--- src/rtl/ibex_mem_arbiter.sv ---
// Two-requester (instruction/data) arbiter onto a single-ported memory with a fixed
// one-cycle read latency. Round-robin on contention; one response per grant.
module ibex_mem_arbiter #(
    parameter int AddrWidth = 15,
    parameter int DataWidth = 32
) (
    input  logic                 clk_i,
    input  logic                 rst_i,

    input  logic                 instr_req_i,
    output logic                 instr_gnt_o,
    input  logic [AddrWidth-1:0] instr_addr_i,
    input  logic                 instr_we_i,
    input  logic [DataWidth-1:0] instr_wdata_i,
    input  logic [DataWidth-1:0] instr_strb_i,
    output logic                 instr_rvalid_o,
    output logic [DataWidth-1:0] instr_rdata_o,

    input  logic                 data_req_i,
    output logic                 data_gnt_o,
    input  logic [AddrWidth-1:0] data_addr_i,
    input  logic                 data_we_i,
    input  logic [DataWidth-1:0] data_wdata_i,
    input  logic [DataWidth-1:0] data_strb_i,
    output logic                 data_rvalid_o,
    output logic [DataWidth-1:0] data_rdata_o,

    output logic                 mem_req_o,
    output logic                 mem_we_o,
    output logic [AddrWidth-1:0] mem_addr_o,
    output logic [DataWidth-1:0] mem_wdata_o,
    output logic [DataWidth-1:0] mem_strb_o,
    input  logic [DataWidth-1:0] mem_rdata_i,

    output logic [15:0]          conflict_cnt_o
);

    typedef enum logic {
        PORT_INSTR = 1'b0,
        PORT_DATA  = 1'b1
    } port_e;

    port_e       last_grant_reg;
    port_e       resp_owner_reg;
    logic        resp_valid_reg;
    logic [15:0] conflict_cnt_reg;

    logic        grant_instr;
    logic        grant_data;
    logic        both_req;

    assign both_req = instr_req_i && data_req_i;

    // On contention the port that did not win last time gets the slot.
    always_comb begin
        grant_instr = 1'b0;
        grant_data  = 1'b0;
        if (!rst_i) begin
            if (both_req) begin
                grant_data  = (last_grant_reg == PORT_INSTR);
                grant_instr = (last_grant_reg == PORT_DATA);
            end else begin
                grant_instr = instr_req_i;
                grant_data  = data_req_i;
            end
        end
    end

    assign instr_gnt_o = grant_instr;
    assign data_gnt_o  = grant_data;
    assign mem_req_o   = grant_instr || grant_data;

    always_comb begin
        mem_we_o    = 1'b0;
        mem_addr_o  = '0;
        mem_wdata_o = '0;
        mem_strb_o  = '0;
        if (grant_data) begin
            mem_we_o    = data_we_i;
            mem_addr_o  = data_addr_i;
            mem_wdata_o = data_wdata_i;
            mem_strb_o  = data_strb_i;
        end else if (grant_instr) begin
            mem_we_o    = instr_we_i;
            mem_addr_o  = instr_addr_i;
            mem_wdata_o = instr_wdata_i;
            mem_strb_o  = instr_strb_i;
        end
    end

    always_ff @(posedge clk_i) begin
        if (rst_i) begin
            last_grant_reg   <= PORT_INSTR;
            resp_owner_reg   <= PORT_INSTR;
            resp_valid_reg   <= 1'b0;
            conflict_cnt_reg <= 16'h0000;
        end else begin
            if (grant_instr || grant_data) begin
                last_grant_reg <= grant_data ? PORT_DATA : PORT_INSTR;
                resp_owner_reg <= grant_data ? PORT_DATA : PORT_INSTR;
            end
            resp_valid_reg <= grant_instr || grant_data;
            if (both_req && (conflict_cnt_reg != 16'hFFFF)) begin
                conflict_cnt_reg <= conflict_cnt_reg + 16'h0001;
            end
        end
    end

    assign conflict_cnt_o = conflict_cnt_reg;

    // Gating with rst_i drops a response whose grant preceded a reset.
    assign instr_rvalid_o = !rst_i && resp_valid_reg && (resp_owner_reg == PORT_INSTR);
    assign data_rvalid_o  = !rst_i && resp_valid_reg && (resp_owner_reg == PORT_DATA);
    assign instr_rdata_o  = instr_rvalid_o ? mem_rdata_i : '0;
    assign data_rdata_o   = data_rvalid_o  ? mem_rdata_i : '0;

endmodule

--- config.mk ---
export PLATFORM = sky130hd
export DESIGN_NAME = ibex_mem_arbiter
export DESIGN_NICKNAME = d
export VERILOG_FILES = /design/src/rtl/ibex_mem_arbiter.sv
export SDC_FILE = /design/constraint.sdc
export NUM_CORES = 1
export LEC_CHECK = 0
export ABC_AREA = 1
export CAP_MARGIN = 20
export CORE_AREA = 2 2 142 144
export DETAILED_ROUTE_END_ITERATION = 10
export DIE_AREA = 0 0 144 146
export PLACE_DENSITY = 0.47
export SLEW_MARGIN = 25
export SYNTH_ARGS = -nofsm -noshare
export SYNTH_HDL_FRONTEND = slang
export SYNTH_SLANG_ARGS = --single-unit
--- constraint.sdc ---
create_clock -name clk_i -period 1.8 [get_ports clk_i]
set_input_delay 0.18 -clock clk_i [delete_from_list [all_inputs] [get_ports clk_i]]
set_output_delay 0.18 -clock clk_i [all_outputs]
set_load 0.05 [all_outputs]
Yosys cells after proc, flatten, opt, wreduce, memory -nomap -nowiden

Cells that the tools add are included.

Register bits after elaboration: 18
Bits in latches: 0
RAM bits: 0
Bits in read-only memories: 0
Output and inout port bits: 165
Memories kept: 0

$add $sub $neg: 1
$mul: 0
Div/mod/pow operators: 0
Magnitude comparators: 0
Equality and inequality tests: 1
Shift-type cells: 0
Mux-type cells: 15
Bitwise gates (word level): 1
Reduce and logical (&&, ||, !) cells: 7

Operators with widths:

| cell                                                             | number |
|---|---|
| 32-bit two-way mux                                               | 6 |
| 15-bit two-way mux                                               | 2 |
| 16-bit by 1-bit adder with 16-bit output (second input constant) | 1 |
| 16-bit inequality test (second input constant)                   | 1 |
| 1-bit two-way mux                                                | 7 |
| 1-bit logical AND                                                | 5 |
| 1-bit logical NOT                                                | 1 |
| 1-bit logical OR                                                 | 1 |
| 1-bit inverter                                                   | 1 |

Logic depth before layout (Yosys ltp)

Gate-level depths: netlist of the first run.

Depth in word-level cells: 5
Gate-level depth with buffers: 9

Worst setup path after synthesis of the first run

No wires, ideal clock.

Kind: register to output
From: register resp_owner_reg
To: output port instr_rdata_o[10]
Arrival time: 2.605 ns
Data required time: 1.620 ns
Setup slack: -0.985 ns
Cell stages (with the launch flop): 5
Cell sequence: dfxtp_1 nor3_1 inv_1 buf_2 nor2_1

Cells in the longest elaborated chain, start to end: 3

Ends and longest elaborated chain:

| item                     | line | source |
|---|---|---|
| start: declaration       | 44   | `port_e resp_owner_reg;` |
| start signal: assignment | 100  | `resp_owner_reg <= grant_data ? PORT_DATA : PORT_INSTR;` |
| 1-bit inverter           | 112  | `assign instr_rvalid_o = !rst_i && resp_valid_reg && (resp_owner_reg == PORT_INSTR);` |
| 1-bit logical AND        | 112  |  |
| via instr_rvalid_o       | 16   | `output logic instr_rvalid_o,` |
| 32-bit two-way mux       | 114  | `assign instr_rdata_o = instr_rvalid_o ? mem_rdata_i : '0;` |
| end: declaration         | 17   | `output logic [DataWidth-1:0] instr_rdata_o,` |

The timed path passes the listed nets, and every way through them passes these cells.

==> metrics.cfg, run 1 <==
[placed_design]
post-place-ws_ns=-0.155
port_buffers=360
dp_hpwl_um=16300
gp_congestion=0.829
dp.cells=998

[timing]
fmax_mhz=567
slew_headroom=0.665
min_period_ns=1.76
worst_slack_ns=0.0376
hold_violations=0
whs_ns=0.436
timing.setup.tns_ns=0
slew_violations=0
min_period_over_period=0.979
setup_viol=0
rsz0062_at_grt=true
tightest_slew_ns=0.500
skew_ns=0.00618

[clock_network]
clock-root-buffer=clkbuf_16
cts_max_level=1
path_clk_slew_ns=0.05
cts_tree=built
clock_sinks=18
numCtsBuffers=3
clkLatencyLatePin_ns=0.25
clock_path_buffers=2

[detailed_routing]
drc=0
first_iter_violations=111
dr.pass1.iters=4
num_vias=4066
ant_nets=0
totalWireLength_um=18800
wl_per_cell_um=18.7
vias_per_cell=4.03

[die]
dieArea_um2=21000
die_h_um=146
core_area_um2=19300
fp-row-count=51
dieWidth_um=144
initial_core_util=0.119
io_pins=361

[global_route]
grt_max_degree=46
grt_overflow=0
grt_use_total=0.166
grt_pass1_vias=4098
grt_pass1_wl_um=26200
antenna_found_initial=0

[synthesis]
postSynthAreaPerCell_um2=6.32
syn_inst=365
syn-cell-area_um2=2310
syn_nets=562
synth_warnings=0
yosysTopAreaCell=a22o_1
ys_ff_latch=18
yosysUniqueCellTypes=26
synth_top_area_share=0.304
ys_top_cells_by_area=a22o_1 (30%), nor2_1 (16%), dfxtp_1 (16%)
seq_area_frac_synth=0.156

[min_path]
worstHoldPathCells=3
hold_end=conflict_cnt_o[0]
worstHoldPathType=input pin to flip-flop
hp-start=rst_i

[critical_path]
crit_path_max_fanout=8
worstPathArrival_ns=1.58
r2r_slack_ns=0.21
worstSetupPathType=flip-flop to output pin
reg2reg_depth=7
regToRegEndpoint=conflict_cnt_o[0]
cp.required_ns=1.62
start_kind=flip-flop
cp-end-kind=output pin
r2r-start=conflict_cnt_o[0]

[power]
ir_drop_mv=0.227
netSwitchingPower_w=0.00131
clockPowerShare=0.151
p_comb_frac=0.722
pwr-share-seq=0.127
internal-power_w=0.00194
pwr_density_cell_nw_per_um2=395
leakagePower_nw=3.44
switching_share=0.404

[layout]
diodes=0
syn_to_final_growth_pct=257
fin_cells=1009
final_nets=942
largest_reg_flops=16
final_util=0.426
drive_gt1_frac=0.411

[flow_run]
maxCapViolCount=0

[run_status]
status=finished, final reports clean

[kinds of logic (layout without fill, tap and decap cells)]
| family | Yosys count | after routing | synth area share |
|---|---|---|---|
| DFF | 18 | 18 | 0.156 |
| adders and majority gates | 1 | 1 | 0.00542 |
| and+or+nand+nor | 171 | 171 | 0.327 |
| buffers and inverters | 76 | 455 | 0.160 |
| xor gates and xnor gates | 1 | 1 | 0.00379 |
| AOI/OAI and AO/OA | 98 | 98 | 0.347 |
[synthesized netlist by cell type (all sizes together)]
| cell | number |
|---|---|
| o21ai | 1 |
| xor2 | 1 |
| nand3 | 17 |
| clkbuf | 3 |
| o21bai | 1 |
| a22o | 80 |
| a21oi | 15 |
| buf | 21 |
| and2 | 2 |
| nand4 | 4 |
| dfxtp | 18 |
| nand2 | 40 |
| inv | 52 |
| nor3 | 4 |
| nand3b | 2 |
| o211ai | 1 |
| ha | 1 |
| nor2 | 102 |
[power groups by stage]
stage          registers [W]  logic (W)  clock network, W
2_1_floorplan       0.000426   0.000947                 0
3_3_place_gp        0.000421    0.00227                 0
3_5_place_dp        0.000421    0.00227                 0
4_1_cts             0.000412    0.00232          0.000504
5_1_grt             0.000414    0.00244          0.000520
6_report            0.000413    0.00235          0.000492
[stage by stage]
step / power, W / area, um2
finish: 0.00326 / 8240
global placement: 0.00269 / 7800
floorplan: 0.00137 / 2700
CTS: 0.00324 / 8040
global route: 0.00337 / 8240
detailed placement: 0.00270 / 7800
[how the worst max path moves through the flow]
stage	from	endpoint	slack, ns	depth (start not counted)
floorplan	resp_owner_reg	instr_rdata_o[10]	-0.08	4
global placement	data_req_i	mem_strb_o[21]	-0.16	7
detailed placement	data_req_i	mem_strb_o[21]	-0.15	7
CTS	resp_owner_reg	mem_addr_o[4]	0.004	7
global route	resp_owner_reg	data_rdata_o[31]	-0.02	6
finish	resp_owner_reg	mem_wdata_o[11]	0.04	6
[cell usage in the layout, fill, tap and decap left out, types with 2 or more instances in the layout]
cell,instances
inv_2,4
nand3_2,4
clkbuf_16,4
buf_12,124
nor2_4,32
buf_4,52
clkdlybuf4s50_1,203
buf_6,15
nand2_2,6
and2_1,2
nor3_4,2
dfxtp_1,17
nand4_1,4
nor2_2,36
dlygate4sd2_1,2
a22o_1,61
inv_1,45
nand3b_1,2
nand3_1,12
a22o_4,19
nor3_1,2
nand2_1,33
a21oi_1,15
nor2_1,34
[layout make-up]
type,count,area [um2]
fillers,1868,11100
clock buffers,4,88.8
inverters,52,205
well taps,265,332
multi-input cells,271,2100
flip-flops and latches,18,364
repair buffers,399,5150
[critical path: stages, from the launching register on]
cell and delay (ns):
dfxtp_4 0.37, o211ai_4 0.19, inv_4 0.12, buf_4 0.15
buf_4 0.12, a22o_1 0.21, buf_12 0.16
[per-layer routing]
layer  track usage  wire length, um  vias up
met2         0.309             9910      213
li1              -                -     2005
met5             0                0        -
met4        0.0284              272        0
met3        0.0405             1510       12
met1         0.192             7140     1836
[what timing repair did]
| item | CTS | global route |
|---|---|---|
| endpoints found under the setup margin | 136 | 83 |
| pin swaps | 2 | 4 |
| resized for setup | 17 | 31 |
| buffers inserted | 4 | 1 |
| hold buffers | 0 | 0 |
| cloned | 1 | 1 |
No activity file was read; power rests on OpenSTA's default activity.
==> run 2, diff against run 1 <==
- CORE_AREA: 2 2 142 144 -> 2 2 141 143
- DIE_AREA: 0 0 144 146 -> 0 0 143 145
- DONT_BUFFER_PORTS: not set -> 1
- PLACE_DENSITY: 0.47 -> 0.3
- RECOVER_POWER: not set -> 50
==> run 2 against run 1 <==
Compared with the run above: clock-buffer cell count is the same; largest cell class unchanged; non-clock buffer count down 224; highest routed layer unchanged; routed wire length fell by 21%.
==> metrics.cfg, run 2 (synthesized netlist as in run 1, its figures left out) <==
[timing]
fmax_mhz=573
rsz0062_at_grt=true
setup_viol=0
min_period_over_period=0.970
min_period_ns=1.75
tightest_slew_ns=0.537
hold_violations=0
skew_ns=0.00204
slew_violations=0
timing.setup.tns_ns=0
slew_headroom=0.641

[global_route]
grt_max_degree=59
grt_pass1_vias=3040
grt_pass1_wl_um=19800
grt_use_total=0.128
antenna_found_initial=3
grt_overflow=0

[critical_path]
r2r-start=conflict_cnt_o[0]
reg2reg_depth=6
slowest_stage=dfxtp_4
worstSetupPathType=flip-flop to output pin
cp-end-kind=output pin
start_kind=flip-flop
worstPathArrival_ns=1.57
path_cells=nand2_1 -> nand3_4 -> inv_8 -> clkbuf_16 -> a22o_1 -> buf_12
crit_family=buffers and inverters
path_buf_inv=3
critPathMaxStageDelay_ns=0.36
r2r_slack_ns=0.20
crit_path_max_fanout=28
regToRegEndpoint=conflict_cnt_o[14]
cp.required_ns=1.62

[detailed_routing]
ant_nets=0
num_vias=3259
totalWireLength_um=14900
vias_per_cell=4.14
drc=0
first_iter_violations=143
dr.pass1.iters=4
wl_per_cell_um=18.9

[power]
leakagePower_nw=2.42
finalPower_w=0.00265
ir_drop_mv=0.284
pwr_density_cell_nw_per_um2=459

[placed_design]
gp_congestion=0.856
port_buffers=0
dp_hpwl_um=12700
dp.cells=775

[clock_network]
path_clk_slew_ns=0.06
clock_path_buffers=2
cts_max_level=1
clock-root-buffer=clkbuf_16
numCtsBuffers=3
clock_sinks=18
clkLatencyLatePin_ns=0.25
cts_tree=built

[layout]
syn_to_final_growth_pct=150
fillCellCount=1989
multiInputGateArea_um2=1940
final_nets=718
final_cell_mix=buf_12 (113), a22o_1 (77), buf_4 (54)
largest_reg_flops=16
drive_gt1_frac=0.519
register_area_um2=364
layout_commonest_cell=buf_12
fin_cells=788

[run_status]
status=finished, final reports clean

[die]
dieWidth_um=143
core_area_um2=19200
dieArea_um2=20700
io_pins=361
fp-row-count=51
initial_core_util=0.120
die_h_um=145

[flow_run]
maxCapViolCount=0

[min_path]
worstHoldPathCells=2
hp-start=data_req_i
hold_end=resp_owner_reg
worstHoldPathType=input pin to flip-flop

## run 2: worst max-delay path by stage
| stage | from | endpoint | depth (start not counted) |
|---|---|---|---|
| after floorplan | resp_owner_reg | instr_rdata_o[10] | 4 |
| after global placement | conflict_cnt_o[0] | conflict_cnt_o[14] | 6 |
| after detailed placement | conflict_cnt_o[0] | conflict_cnt_o[1] | 7 |
| after CTS | resp_owner_reg | mem_we_o | 6 |
| after global routing | resp_owner_reg | mem_strb_o[5] | 6 |
| final | resp_owner_reg | mem_addr_o[13] | 6 |
## run 2: where the power goes
| group | switching, W | total [W] | internal [W] |
|---|---|---|---|
| Combinational | 0.00100 | 0.00172 | 0.000718 |
| Sequential | 0.00000615 | 0.000410 | 0.000404 |
| Clock | 0.000174 | 0.000513 | 0.000339 |
| Total | 0.00118 | 0.00265 | 0.00146 |
## run 2: worst reg2reg max path, cell delays in order, from the launching register on
cell and delay, ns:
dfxtp_1 0.39, ha_1 0.23, nand3_2 0.18, nor3_1 0.43
nand4_1 0.15, nand2_1 0.08, nor2_1 0.04
## run 2: final cells by class
cell class / instances / area share
timing repair buffer: 175 / 0.491
multi-input combinational: 271 / 0.336
sequential: 18 / 0.0632
tap: 265 / 0.0575
inverter: 52 / 0.0352
clock buffer: 4 / 0.0154
antenna: 3 / 0.00130
## run 2: per-layer routing
metal / track usage / part of all wire / vias up
li1: - / - / 1553
met1: 0.152 / 0.38 / 1478
met2: 0.236 / 0.52 / 220
met3: 0.0218 / 0.080 / 8
met4: 0.0272 / 0.015 / 0
met5: 0 / 0 / -
## run 2: repair_timing
| item | 4_1_cts | 5_1_grt |
|---|---|---|
| pin swaps | 0 | 1 |
| gates resized for setup | 0 | 13 |
| buffers inserted | 0 | 1 |
| endpoints found under the hold margin | 3 | 0 |
| hold buffers | 1 | 0 |
| cloned | 0 | 4 |
| endpoints found under the setup margin | 17 | 112 |
## run 2: through the flow
step	hold WS, ns	worst slack (ns)	utilization	area (um2)
after global placement	0.253	0.268	0.286	5490
after CTS	0.0901	-0.0276	0.291	5590
after global routing	0.101	-0.0475	0.300	5770
final	0.0929	0.0545	0.300	5770
after floorplan	0.249	-0.0751	-	2700
after detailed placement	0.254	0.199	0.286	5490
